**config.mk**
```make
export PLATFORM = sky130hd
export DESIGN_NAME = if_prefetch_buffer
export DESIGN_NICKNAME = d
export VERILOG_FILES = /design/src/rtl/core_pkg.sv /design/src/rtl/prefetch_fifo.sv /design/src/rtl/if_prefetch_buffer.sv
export SDC_FILE = /design/constraint.sdc
export NUM_CORES = 1
export LEC_CHECK = 0
export CORE_ASPECT_RATIO = 1.1
export CORE_UTILIZATION = 50
export CTS_CLUSTER_DIAMETER = 40
export DETAILED_ROUTE_END_ITERATION = 8
export PLACE_DENSITY = 0.82
export SYNTH_ARGS = -nofsm -noshare
export SYNTH_HDL_FRONTEND = slang
export SYNTH_SLANG_ARGS = --single-unit
```
**constraint.sdc**
```tcl
create_clock -name clk_i -period 3.2 [get_ports clk_i]
set_clock_uncertainty 0.15 [all_clocks]
set_input_delay 0.32 -clock clk_i [delete_from_list [all_inputs] [get_ports clk_i]]
set_output_delay 0.32 -clock clk_i [all_outputs]
set_load 0.02 [all_outputs]
```
**src/rtl/core_pkg.sv**
```systemverilog
// Shared definitions for the instruction-fetch front end.
//   fetch_state_e : prefetch FSM states (BOOT/IDLE/WAIT_GNT/STALE_GNT)
//   WORD_BYTES    : fetch stride in bytes
//   clog2         : ceil(log2(n)), used to size pointers and counters
package core_pkg;

    typedef enum logic [1:0] {
        ST_BOOT      = 2'd0,
        ST_IDLE      = 2'd1,
        ST_WAIT_GNT  = 2'd2,
        ST_STALE_GNT = 2'd3
    } fetch_state_e;

    localparam int unsigned WORD_BYTES = 4;

    function automatic int unsigned clog2(input int unsigned n);
        int unsigned r;
        r = 0;
        for (int i = 0; i < 32; i++) begin
            if ((32'd1 << i) < n) r = i + 1;
        end
        return r;
    endfunction

endpackage

```
**src/rtl/prefetch_fifo.sv**
```systemverilog
// Synchronous FIFO holding fetched instruction words.
// Ports:
//   clk, rst_n : clock, asynchronous active-low reset
//   flush      : drop all entries (wins over push/pop in the same cycle)
//   push/wdata : write one entry
//   pop        : retire the head entry
//   rdata      : head entry (meaningful only when !empty)
//   empty      : no entries held
//   count      : number of entries held (0..DEPTH)
module prefetch_fifo
    import core_pkg::*;
#(
    parameter int unsigned DEPTH = 4,
    parameter int unsigned WIDTH = 64
) (
    input  logic                        clk,
    input  logic                        rst_n,
    input  logic                        flush,
    input  logic                        push,
    input  logic [WIDTH-1:0]            wdata,
    input  logic                        pop,
    output logic [WIDTH-1:0]            rdata,
    output logic                        empty,
    output logic [clog2(DEPTH+1)-1:0]   count
);
    localparam int unsigned PTR_W = clog2(DEPTH);
    localparam int unsigned CNT_W = clog2(DEPTH + 1);

    logic [WIDTH-1:0] mem [DEPTH];
    logic [PTR_W-1:0] wr_ptr;
    logic [PTR_W-1:0] rd_ptr;
    logic             full;

    assign empty = (count == '0);
    assign full  = (count == CNT_W'(DEPTH));
    assign rdata = mem[rd_ptr];

    // DEPTH is a power of two, so the pointers wrap on their own.
    always_ff @(posedge clk or negedge rst_n) begin
        if (!rst_n) begin
            wr_ptr <= '0;
            rd_ptr <= '0;
            count  <= '0;
        end else if (flush) begin
            wr_ptr <= '0;
            rd_ptr <= '0;
            count  <= '0;
        end else begin
            if (push) wr_ptr <= wr_ptr + PTR_W'(1);
            if (pop)  rd_ptr <= rd_ptr + PTR_W'(1);
            count <= count + CNT_W'(push) - CNT_W'(pop);
        end
    end

    always_ff @(posedge clk) begin
        if (push && !flush) mem[wr_ptr] <= wdata;
    end

    // Upstream credit accounting must never let a word arrive with no room.
    a_no_overflow: assert property (@(posedge clk) disable iff (!rst_n)
        !(push && full && !pop && !flush));

endmodule

```
**src/rtl/if_prefetch_buffer.sv**
```systemverilog
// Instruction-fetch prefetch engine for the RV32 pipeline.
// Issues OBI-style requests (req held until gnt), keeps up to MAX_OUTSTANDING
// fetches in flight, buffers returned words in a DEPTH-entry FIFO and drops
// responses belonging to fetches issued before a redirect.
// Ports:
//   clk_i, rst_ni        : clock, asynchronous active-low reset
//   boot_addr_i          : first fetch address after reset
//   fetch_en_i           : allow new bus requests
//   branch_i/addr_i      : redirect pulse and target
//   ready_i/valid_o      : consumer handshake on the head entry
//   rdata_o/addr_o/err_o : head word, its PC, its bus-error flag
//   busy_o               : fetches outstanding or FIFO non-empty
//   instr_*              : imem bus (req/addr/gnt/rvalid/rdata/err)
// Build option: IF_ERR_TRACK_EN stores instr_err_i per entry and drives err_o;
// without it err_o is tied 0.
module if_prefetch_buffer
    import core_pkg::*;
#(
    parameter int unsigned DEPTH           = 4,
    parameter int unsigned MAX_OUTSTANDING = 2
) (
    input  logic        clk_i,
    input  logic        rst_ni,
    input  logic [31:0] boot_addr_i,
    input  logic        fetch_en_i,
    input  logic        branch_i,
    input  logic [31:0] branch_addr_i,
    input  logic        ready_i,
    output logic        valid_o,
    output logic [31:0] rdata_o,
    output logic [31:0] addr_o,
    output logic        err_o,
    output logic        busy_o,
    output logic        instr_req_o,
    output logic [31:0] instr_addr_o,
    input  logic        instr_gnt_i,
    input  logic        instr_rvalid_i,
    input  logic [31:0] instr_rdata_i,
    input  logic        instr_err_i
);
    localparam int unsigned CNT_W = clog2(DEPTH + 1);
`ifdef IF_ERR_TRACK_EN
    localparam int unsigned FW = 65;
`else
    localparam int unsigned FW = 64;
`endif
    localparam logic [CNT_W-1:0] MAX_OUT_C = CNT_W'(MAX_OUTSTANDING);
    localparam logic [CNT_W:0]   DEPTH_C   = (CNT_W + 1)'(DEPTH);

    fetch_state_e     state, state_next;
    logic [31:0]      fetch_addr;  // next address to request
    logic [31:0]      req_addr;    // address on the bus while req is up
    logic [31:0]      rsp_addr;    // PC of the next response that will be kept
    logic [CNT_W-1:0] outstanding, out_next;
    logic [CNT_W-1:0] discard;
    logic [CNT_W-1:0] fifo_count;
    logic [FW-1:0]    fifo_wdata, fifo_rdata;
    logic             fifo_empty;
    logic             gnt_acc, issue_ok, push, pop, flush, dropping;

    assign instr_req_o  = (state == ST_WAIT_GNT) || (state == ST_STALE_GNT);
    assign instr_addr_o = req_addr;
    assign gnt_acc      = instr_req_o && instr_gnt_i;
    assign dropping     = (discard != '0);

    // FIFO slots are reserved for every in-flight fetch, so a response always has room.
    assign issue_ok = fetch_en_i && (outstanding < MAX_OUT_C) &&
                      (({1'b0, fifo_count} + {1'b0, outstanding}) < DEPTH_C);

    assign flush = branch_i && (state != ST_BOOT);
    assign push  = instr_rvalid_i && !dropping && !branch_i;
    assign pop   = valid_o && ready_i;

    assign out_next = outstanding + CNT_W'(gnt_acc) - CNT_W'(instr_rvalid_i);

    always_comb begin
        state_next = state;
        case (state)
            ST_BOOT:      state_next = ST_IDLE;
            ST_IDLE:      if (issue_ok && !branch_i) state_next = ST_WAIT_GNT;
            ST_WAIT_GNT:  if (instr_gnt_i) state_next = ST_IDLE;
                          else if (branch_i) state_next = ST_STALE_GNT;
            ST_STALE_GNT: if (instr_gnt_i) state_next = ST_IDLE;
            default:      state_next = ST_BOOT;
        endcase
    end

    always_ff @(posedge clk_i or negedge rst_ni) begin
        if (!rst_ni) begin
            state       <= ST_BOOT;
            fetch_addr  <= '0;
            req_addr    <= '0;
            rsp_addr    <= '0;
            outstanding <= '0;
            discard     <= '0;
        end else begin
            state       <= state_next;
            outstanding <= out_next;
            if (state == ST_IDLE && state_next == ST_WAIT_GNT) req_addr <= fetch_addr;
            if (state == ST_BOOT) begin
                fetch_addr <= boot_addr_i & ~32'd3;
                rsp_addr   <= boot_addr_i & ~32'd3;
            end else if (branch_i) begin
                // Everything still in flight (including a grant this cycle) is stale.
                fetch_addr <= branch_addr_i & ~32'd3;
                rsp_addr   <= branch_addr_i & ~32'd3;
                discard    <= out_next;
            end else begin
                if (state == ST_WAIT_GNT && instr_gnt_i) fetch_addr <= fetch_addr + WORD_BYTES;
                discard <= discard + CNT_W'(state == ST_STALE_GNT && instr_gnt_i)
                                   - CNT_W'(instr_rvalid_i && dropping);
                if (push) rsp_addr <= rsp_addr + WORD_BYTES;
            end
        end
    end

`ifdef IF_ERR_TRACK_EN
    assign fifo_wdata = {instr_err_i, rsp_addr, instr_rdata_i};
    assign err_o      = !fifo_empty && fifo_rdata[64];
`else
    logic unused_err;
    assign unused_err = instr_err_i;
    assign fifo_wdata = {rsp_addr, instr_rdata_i};
    assign err_o      = 1'b0;
`endif

    prefetch_fifo #(.DEPTH(DEPTH), .WIDTH(FW)) u_fifo (
        .clk   (clk_i),
        .rst_n (rst_ni),
        .flush (flush),
        .push  (push),
        .wdata (fifo_wdata),
        .pop   (pop),
        .rdata (fifo_rdata),
        .empty (fifo_empty),
        .count (fifo_count)
    );

    // Data outputs read as zero whenever nothing is buffered.
    assign valid_o = !fifo_empty && !branch_i;
    assign rdata_o = fifo_empty ? 32'd0 : fifo_rdata[31:0];
    assign addr_o  = fifo_empty ? 32'd0 : fifo_rdata[63:32];
    assign busy_o  = (outstanding != '0) || !fifo_empty;

endmodule

```
==> results_dict.tcl <==
set metrics [dict create \
    grt.overflow.total 0 \
    antenna_found_initial 0 \
    wl_per_cell_um 20.6 \
    grt_pass1_wl_um 57000 \
    crit_cells 4 \
    fin_area_um2 19700 \
    synth_edf_count 248 \
    worst-path-max-fanout 22 \
    dp_hpwl_um 23400 \
    synthArstFlopShare_pct 29.7 \
    die_x_um 171 \
    rr_endpoint "discard[2]$_DFFE_PN0N_" \
    setup-violations-final 0 \
    antenna_cells 0 \
    clock-root-buffer "clkbuf_16" \
    initial_core_util_pct 51.1 \
    synth_compound_area_share_pct 8.00 \
    h-tree-depth 2 \
    die_area_um2 32000 \
    synth_area_leaders "edfxtp_1 48%, dfrtp_1 17%, mux4_2 8.9%" \
    fin_tns_setup_ps 0 \
    ant_nets 0 \
    port_buffers 193 \
    path_buf_inv 2 \
    area_growth_pct 25.9 \
    drt_iter0_markers 969 \
    synth_area_um2 15600 \
    maxClockFrequency_mhz 327 \
    grt_pass1_vias 10402 \
    place_congestion 0.889 \
    cts.reportedPaths.clkPinSlew_ps 60 \
    drt_pass1_iterations 5 \
    synthDistinctLibCells 72 \
    setup.worst_path.start "u_fifo.rd_ptr[0]$_DFFE_PN0P_" \
    avgSynthCellArea_um2 14.4 \
    worst_path_max_delay_cell "clkdlybuf4s50_1" \
    grt-busiest-layer "met2" \
    rr_startpoint "state[1]$_DFF_PN0_" \
    cp-end-kind "output pin" \
    totalWireLength_um 35900 \
    period_needed_ps 3060 \
    clockBufferDepth 3 \
    nNetsFinal 1416 \
    peakVddDrop_uv 430 \
    drc 0 \
    rsz0062_at_grt "no" \
    power.total_uw 15700 \
    period_share_pct 95.6 \
    critPathCapture "addr_o[17]" \
    cp_slowest_stage_delay_ps 570 \
    synth_top_family_by_area "simple AND/OR/NAND/NOR gates" \
    cp.arrival_ps 2590 \
    hp-class "input port to asynchronous set/reset pin" \
    tightest_slew_ps 787 \
    viasPerCell 5.92 \
    ys.flop_type "edfxtp_1" \
    grt_max_degree 67 \
    status "finished, final reports clean" \
    final_hold_viol_count 0 \
    crit_path_start_kind "flip-flop" \
    vias 10309 \
    yosys.area.top_type "edfxtp_1" \
    die_y_um 187 \
    fin_util_pct 64.3 \
    grtUsageMet3_pct 4.66 \
    rows 67 \
    clock_latency_ps 520 \
    crit_family "buffers and inverters" \
    synth_simple_gate_area_share_pct 12.1 \
    reg2regPathDepth 8 \
    ios 204 \
    yosysWarnings 0 \
    synthMuxAreaShare_pct 10.9 \
    grt_use_total_pct 23.1 \
    ys_seq_area_share_pct 64.5 \
    coreArea_um2 30600 \
    numCtsBuffers 41 \
    drive_gt1_share_pct 16.5 \
    syn_inst 1089 \
    required_ps 2730 \
    reg2reg_slack_ps 510 \
    cts.sinks 353 \
    grt_util_met1_pct 31.4 \
    path_cells "buf_12, mux4_2, and2_1, clkdlybuf4s50_1" \
    p_per_area_nw_per_um2 798 \
    slew_headroom_pct 47.5 \
    yosys.area_share.xor_xnor_pct 0.392 \
    use_met2_pct 37.9 \
    place_area_um2 18200 \
    p_leak_uw 0.00707 \
    yosys.area_share.adder_pct 1.58 \
    cts_tree "done" \
    slew_viol_final 0 \
    path_class "flip-flop to output pin" \
    synth_seq_cells 353 \
    netlist.area_leader.share_pct 47.6 \
    drv_cap 0 \
]
==> power breakdown <==
part           internal (uW)  total, uW  switching [uW]
Sequential              5530       6220             688
Combinational           2280       4560            2280
Clock                   3080       4930            1850
Total                  10900      15700            4810
==> flip-flops by register name, indices dropped and copies added (netlist names), 3 cells and up <==
name          cells
outstanding       3
u_fifo.count      3
discard           3
u_fifo.mem      248
instr_addr_o     30
fetch_addr       30
rsp_addr         30
==> how the worst min path moves through the flow <==
| stage | end | slack (ps) | cells past startpoint |
|---|---|---|---|
| finish | instr_addr_o[28]$_DFFE_PN0P_ | 220 | 2 |
| global route | instr_addr_o[28]$_DFFE_PN0P_ | 270 | 2 |
| CTS | instr_addr_o[28]$_DFFE_PN0P_ | 230 | 2 |
| detailed placement | instr_addr_o[28]$_DFFE_PN0P_ | 250 | 1 |
| global placement | instr_addr_o[28]$_DFFE_PN0P_ | 250 | 1 |
| floorplan | discard[0]$_DFFE_PN0N_ | -130 | 0 |
==> cell usage after synthesis, drive strengths merged (8+ instances only) <==
cell,n
nand4,20
a21oi,59
inv,22
nor3b,11
nand3,45
and2,65
o31a,9
mux2,25
or4,8
nor4,8
nor2,31
o22ai,9
clkbuf,35
o21ai,52
edfxtp,248
ha,15
a31oi,18
buf,35
and3,30
dfrtp,105
and4,9
nand2,66
a211oi,9
nor3,17
mux4,62
==> routing by layer <==
metal	wire length, um	vias up	share of wire, %
met5	0	-	0
li1	-	4638	-
met4	674	0	1.9
met3	2650	58	7.4
met1	15000	5157	42
met2	17600	456	49
==> stage by stage <==
| stage | std cells | hold WS (ps) | worst slack, ps |
|---|---|---|---|
| 6_report | 1740 | 217 | 141 |
| 5_1_grt | 1740 | 271 | 33.2 |
| 4_1_cts | 1740 | 228 | 75.5 |
| 3_5_place_dp | 1664 | 253 | 411 |
| 3_3_place_gp | 1664 | 249 | 443 |
| 2_1_floorplan | 1093 | -126 | 636 |
==> final cells by class <==
class                   count  area (um^2)
flip-flops and latches    353        10100
inverters                  22         82.6
well taps                 414          518
multi-input cells         648         5180
fillers                  2172        10900
repair buffers            228         2350
clock inverters            28          352
clock buffers              47         1110
==> cells by family (layout without fill, tap and decap cells) <==
group | Yosys count | in the layout
simple gates | 329 | 329
other cells | 1 | 5
xor+xnor | 7 | 7
flops | 353 | 353
compound gates | 200 | 200
mux | 89 | 89
buf+inv | 92 | 325
fa+ha+maj | 18 | 18
==> worst reg2reg max path, delay by kind of cell, from the launching register on <==
| kind | cells | cell delay (ps) |
|---|---|---|
| and+or+nand+nor | 1 | 210 |
| buffers and inverters | 1 | 40 |
| AOI/OAI and AO/OA | 2 | 270 |
| xor gates and xnor gates | 1 | 160 |
| DFF | 1 | 840 |
| adders and majority gates | 3 | 880 |
==> placed cells by master, fill, tap and decap left out, types with 7 or more instances in the layout <==
master and count:
and4_1 8, a211oi_1 9, nand3_1 44, a31oi_1 18
clkinv_2 8, buf_4 22, mux2_2 25, clkdlybuf4s50_1 191
dfrtp_1 103, and2_1 65, buf_12 12, or4_1 8
mux4_2 62, o22ai_1 9, inv_1 21, bufinv_16 7
nor3_1 16, edfxtp_1 248, ha_1 15, and3_1 25
a21oi_1 59, nand2_1 66, o31a_1 7, nor2_1 28
o21a_1 7, clkbuf_16 43, nand4_1 19, o21ai_0 50
nor3b_1 11
==> timing repair <==
item,CTS,global route
hold buffers,1,0
resized for setup,2,0
buffers inserted,0,0
endpoints found under the hold margin,50,0
endpoints found under the setup margin,1,0
Power figures use the tool's default switching activity.
